## src/rtl/mem_port_arbiter.sv

```systemverilog
// Arbitrates a single multi-cycle memory port between instruction fetch (I) and
// the memory stage (D). D wins ties unless it has starved a pending I request.
module mem_port_arbiter #(
    parameter int AW         = 16,
    parameter int DW         = 16,
    parameter int STREAK_MAX = 4,
    parameter int TIMEOUT    = 16
) (
    input  logic          clk,
    input  logic          rst,
    input  logic          i_req,
    input  logic [AW-1:0] i_addr,
    output logic [DW-1:0] i_rdata,
    output logic          i_done,
    output logic          i_stall,
    input  logic          d_req,
    input  logic          d_wr,
    input  logic [AW-1:0] d_addr,
    input  logic [DW-1:0] d_wdata,
    output logic [DW-1:0] d_rdata,
    output logic          d_done,
    output logic          d_stall,
    output logic          m_en,
    output logic          m_wr,
    output logic [AW-1:0] m_addr,
    output logic [DW-1:0] m_wdata,
    input  logic [DW-1:0] m_rdata,
    input  logic          m_done,
    output logic          err
);

    localparam int SW = $clog2(STREAK_MAX + 1);
    localparam int TW = $clog2(TIMEOUT + 1);
    localparam logic [SW-1:0] STREAK_LIM = SW'(STREAK_MAX);
    localparam logic [TW-1:0] TMO_LAST   = TW'(TIMEOUT - 1);

    typedef enum logic [1:0] {IDLE, BUSY_I, BUSY_D} state_t;

    state_t        state_q;
    logic [SW-1:0] streak_q, streak_d;
    logic [TW-1:0] timer_q;
    logic          m_en_q, m_wr_q;
    logic [AW-1:0] m_addr_q;
    logic [DW-1:0] m_wdata_q, i_rdata_q, d_rdata_q;
    logic          i_done_q, d_done_q, err_q;

    logic i_elig, d_elig, grant_d, grant_i;

    // A request whose done pulse is showing this cycle is already served.
    always_comb begin
        i_elig   = i_req & ~i_done_q;
        d_elig   = d_req & ~d_done_q;
        grant_d  = (state_q == IDLE) & d_elig & (~i_elig | (streak_q < STREAK_LIM));
        grant_i  = (state_q == IDLE) & i_elig & ~grant_d;
        streak_d = streak_q;
        if (grant_d) begin
            if (!i_elig)
                streak_d = '0;
            else if (streak_q != STREAK_LIM)
                streak_d = streak_q + 1'b1;
        end else if (grant_i) begin
            streak_d = '0;
        end
    end

    always_ff @(posedge clk) begin
        if (rst) begin
            state_q   <= IDLE;
            streak_q  <= '0;
            timer_q   <= '0;
            m_en_q    <= 1'b0;
            m_wr_q    <= 1'b0;
            m_addr_q  <= '0;
            m_wdata_q <= '0;
            i_done_q  <= 1'b0;
            d_done_q  <= 1'b0;
            i_rdata_q <= '0;
            d_rdata_q <= '0;
            err_q     <= 1'b0;
        end else begin
            m_en_q   <= 1'b0;
            i_done_q <= 1'b0;
            d_done_q <= 1'b0;
            streak_q <= streak_d;
            case (state_q)
                IDLE: begin
                    timer_q <= '0;
                    if (m_done)
                        err_q <= 1'b1;
                    if (grant_d) begin
                        state_q   <= BUSY_D;
                        m_en_q    <= 1'b1;
                        m_wr_q    <= d_wr;
                        m_addr_q  <= d_addr;
                        m_wdata_q <= d_wdata;
                    end else if (grant_i) begin
                        state_q   <= BUSY_I;
                        m_en_q    <= 1'b1;
                        m_wr_q    <= 1'b0;
                        m_addr_q  <= i_addr;
                        m_wdata_q <= '0;
                    end
                end
                BUSY_I, BUSY_D: begin
                    if (m_done) begin
                        state_q <= IDLE;
                        timer_q <= '0;
                        // A withdrawn request still gets its data, just no done pulse.
                        if (state_q == BUSY_I) begin
                            i_rdata_q <= m_rdata;
                            i_done_q  <= i_req;
                        end else begin
                            d_rdata_q <= m_rdata;
                            d_done_q  <= d_req;
                        end
                    end else if (timer_q == TMO_LAST) begin
                        state_q <= IDLE;
                        timer_q <= '0;
                        err_q   <= 1'b1;
                    end else begin
                        timer_q <= timer_q + 1'b1;
                    end
                end
                default: state_q <= IDLE;
            endcase
        end
    end

    assign i_stall = i_req & ~i_done_q;
    assign d_stall = d_req & ~d_done_q;
    assign i_done  = i_done_q;
    assign d_done  = d_done_q;
    assign i_rdata = i_rdata_q;
    assign d_rdata = d_rdata_q;
    assign m_en    = m_en_q;
    assign m_wr    = m_wr_q;
    assign m_addr  = m_addr_q;
    assign m_wdata = m_wdata_q;
    assign err     = err_q;

endmodule

```

## config.mk

```make
export PLATFORM = sky130hd
export DESIGN_NAME = mem_port_arbiter
export DESIGN_NICKNAME = d
export VERILOG_FILES = /design/src/rtl/mem_port_arbiter.sv
export SDC_FILE = /design/constraint.sdc
export NUM_CORES = 1
export LEC_CHECK = 0
export BUFFER_PORTS_ARGS = -buffer_cell sky130_fd_sc_hd__buf_2
export CORE_ASPECT_RATIO = 1.2
export CORE_MARGIN = 2
export CORE_UTILIZATION = 50
export DETAILED_ROUTE_END_ITERATION = 16
export PLACE_DENSITY = 0.85
export SETUP_SLACK_MARGIN = 0.2
export SYNTH_ARGS = -nofsm -noshare
export SYNTH_HDL_FRONTEND = slang
export SYNTH_SLANG_ARGS = --single-unit
```

## constraint.sdc

```tcl
create_clock -name clk -period 3.62 [get_ports clk]
set_clock_uncertainty 0.1 [all_clocks]
set_input_delay 0.724 -clock clk [delete_from_list [all_inputs] [get_ports clk]]
set_output_delay 0.724 -clock clk [all_outputs]
set_load 0.1 [all_outputs]
```

==> metrics.md <==
| Metric | Value |
|---|---|
| Outcome | `finished, final reports clean` |
| Period minus WS final | `approximately 2.3 ns` |
| Switching part of the total | `a little under half` |
| Initial Utilization | `51.1%` |
| Peak VDD IR | `0.451 mV` |
| Largest stage delay, worst path | `0.43 ns` |
| Max stage delay cell, worst path | `buf_2` |
| WL met1 | `approximately 3200 µm` |
| Placed Instances | `about 570` |
| Synthesized area per cell | `a little over 8 µm²` |
| 1st-iter DRT viols | `122` |
| Worst Hold Depth | `2` |
| Yosys top cell by area | `dfxtp_1` |
| DR vias | `3018` |
| CP bufs+invs | `3` |
| Antenna violations before repair | `0` |
| Max-cap violations | `0` |
| Final Power | `3.11 mW` |
| Antenna violation net count after detailed routing | `0` |
| DRT Pass-1 Iters | `4` |
| Fin. max-slew vios | `0` |
| Power share of the combinational group | `~43%` |
| Hold WS | `~0.35 ns` |
| Post-synth top flop | `dfxtp_1` |
| Clk slew on worst S/H paths | `0.07 ns` |
| # diodes | `0` |
| Startpoint Class | `input pin` |
| Top cell type's share of synthesized area | `51.8%` |
| Max FO, Critical Path | `5` |
| Max layer used | `met4` |
| LEAKAGE | `1.84 nW` |
| Setup Fix Bufs, Post-CTS | `0` |
| Count of non-filler cells in the finished layout | `~600` |
| CP delay by family, top | `buffers and inverters` |
| Met3 WL | `a little under 500 µm` |
| Syn nets | `446` |
| Yosys cell types | `34` |
| Fmax | `0.437 GHz` |
| CP cell instances | `buf_2, nand2b_2, inv_2, buf_2` |
| Power Density | `780 nW/µm²` |
| H-Tree Depth | `3` |
| Final Cycle Share | `63.2%` |
| Drt drc | `0` |
| Cell row count | `31` |
| Routed WL per cell | `roughly 13 µm` |
| Layout cells sized above 1 | `32.5%` |
| Vias per std cell | `5.17` |
| Register bit total from synthesis | `79` |
| Clock Latency Late Sink | `0.34 ns` |
| PostCTS Resize Cnt | `0` |
| Multi-input logic area | `between 1000 and 1500 µm²` |
| Setup TNS | `0 ns` |
| Clock power share | `23.2%` |
| # IOs | `141` |
| Register area | `1580 µm²` |
| Die width | `about 75 µm` |
| Syn. warnings | `0` |
| Total grt overflow | `0` |
| CP arrival | `roughly 1.5 ns` |
| Sequential element share of the synthesized area | `approximately 52%` |
| FILL cells | `539` |
| Slew @ Worst Pin | `1.07 ns` |
| WP depth | `4` |
| Final-report hold violation count | `0` |
| DIE HEIGHT | `89.6 µm` |
| Vias in the first global route | `2772` |
| Hold Crit Class | `reg -> reg` |
| Syn-to-layout area delta | `30.7%` |
| Nets@finish | `574` |
| Worst slew margin | `28.5%` |
| Crit. End Element | `output pin` |
| Final core occ | `between 60% and 70%` |
| Post-CTS Hold Buffers | `0` |
| Clock buffer count from CTS | `9` |
| GPL Wtd Cong | `0.729` |
| P_sw | `around 1.5 mW` |
| Ranking of synthesized cells by area | `dfxtp_1 52%, nand2_1 11%, a21oi_1 8.7%, nor2_1 5.3%, a22oi_1 4.4%` |
| First-pass GRT wire length | `11700 µm` |
| Die area | `6740 µm²` |
| EDFF count, synth | `0` |
| Global Route Usage Sum | `around 22%` |
| CTS sink count | `79` |
| Pin count of the biggest net entering global routing | `47` |
| Metal2 WL | `3710 µm` |
| Async set or reset register ratio after synthesis | `0%` |
| Setup Viol. Count Final | `0` |
| Clock Tree Buf Depth | `2` |
| CTS tree | `yes` |
| DPL Wire Length | `approximately 5200 µm` |
| Core area | `5970 µm²` |
| Crit path kind | `in -> out` |
| RSZ-0062 raised after global routing | `no` |
| Post-Syn Area | `3050 µm²` |
| IO buf count | `140` |
| Pint | `~1.7 mW` |
| Most used cell, CP | `buf_2` |
| Total length of routed wires | `7520 µm` |
| Mapped Cells | `369` |
| Root buffer cell | `clkbuf_8` |
| Data required time at the worst endpoint | `2.80 ns` |
| Flop pwr share | `about a third` |
| Reg2Reg Depth | `6` |
[cell families (layout without fill, tap and decap cells)]
| family | count (synthesis) | in the layout | share of synthesized area [%] |
|---|---|---|---|
| buffers and inverters | 33 | 166 | 4.68 |
| flip-flops | 79 | 79 | 51.8 |
| AO/OA/AOI/OAI | 95 | 95 | 19.1 |
| AND/OR/NAND/NOR | 154 | 154 | 21.2 |
| multiplexers | 1 | 1 | 0.328 |
| adder cells (fa/ha/maj) | 7 | 7 | 2.87 |
[routing by layer]
layer	vias to the layer above	GRT usage, %
li1	1499	-
met5	-	0
met4	0	10.5
met3	12	5.52
met2	102	38.4
met1	1405	25.8
[power groups by stage]
stage | sequential (mW) | clock, mW | combinational, mW
after global routing | 1.06 | 0.775 | 1.43
final | 1.04 | 0.722 | 1.35
after detailed placement | 1.06 | 0 | 1.35
after global placement | 1.06 | 0 | 1.33
after CTS | 1.04 | 0.734 | 1.35
after floorplan | 1.81 | 0 | 0.380
[Yosys cell counts (2+ instances only)]
| library cell | n |
|---|---|
| a32oi_1 | 2 |
| nand2_1 | 88 |
| nand3_1 | 4 |
| nor2_1 | 43 |
| nand3b_1 | 2 |
| nor3_1 | 2 |
| buf_2 | 6 |
| a21oi_1 | 53 |
| nor3b_1 | 2 |
| clkbuf_1 | 17 |
| or4_1 | 2 |
| a211oi_1 | 16 |
| buf_4 | 3 |
| inv_1 | 5 |
| inv_2 | 2 |
| dfxtp_1 | 79 |
| ha_1 | 7 |
| and2_1 | 2 |
| nand2b_2 | 2 |
| a22oi_1 | 18 |
[final cells by class]
cell class | instances | share of cell area [%]
Tap cell | 82 | 2.57
Timing Repair Buffer | 143 | 18.1
Sequential cell | 79 | 39.7
Clock buffer | 13 | 3.98
Inverter | 7 | 0.659
Multi-Input combinational cell | 257 | 33.4
Clock inverter | 3 | 1.63
[stage by stage]
stage | area (µm²) | setup slack [ns]
after floorplan | 3050 | 1.04
after global placement | 3760 | 1.27
after detailed placement | 3760 | 1.20
after CTS | 3990 | 1.33
after global routing | 3990 | 1.14
final | 3990 | 1.33
[registers in the layout (all words and copies together), names as in the netlist, 2 cells and up]
name	flops
m_addr	16
streak_q	3
state_q	2
m_wdata	16
i_rdata	16
d_rdata	16
timer_q	5
[final timing paths]
path | from | end | slack (ns)
worst max-delay path | i_req | i_stall | 1.33
worst min-delay path | i_rdata[6] | i_rdata[6] | 0.35
worst max register to register | state_q[1] | m_addr[0] | 1.41
worst min register to register | i_rdata[6] | i_rdata[6] | 0.35
[layout by cell type (no fill, tap or decap), types with 5 or more instances in the layout]
| cell | netlist | routed |
|---|---|---|
| buf_2 | 6 | 140 |
| nand2_1 | 88 | 88 |
| dfxtp_1 | 79 | 79 |
| a21oi_1 | 53 | 53 |
| nor2_1 | 43 | 43 |
| a22oi_1 | 18 | 18 |
| a211oi_1 | 16 | 16 |
| clkbuf_8 | 0 | 11 |
| ha_1 | 7 | 7 |
| inv_1 | 5 | 5 |
[tightest hold or removal path, stage by stage (launching register included)]
cell and delay (ns):
dfxtp_1 0.31, nand2_1 0.05, a21oi_1 0.05
(Power assumes the default switching activity.)
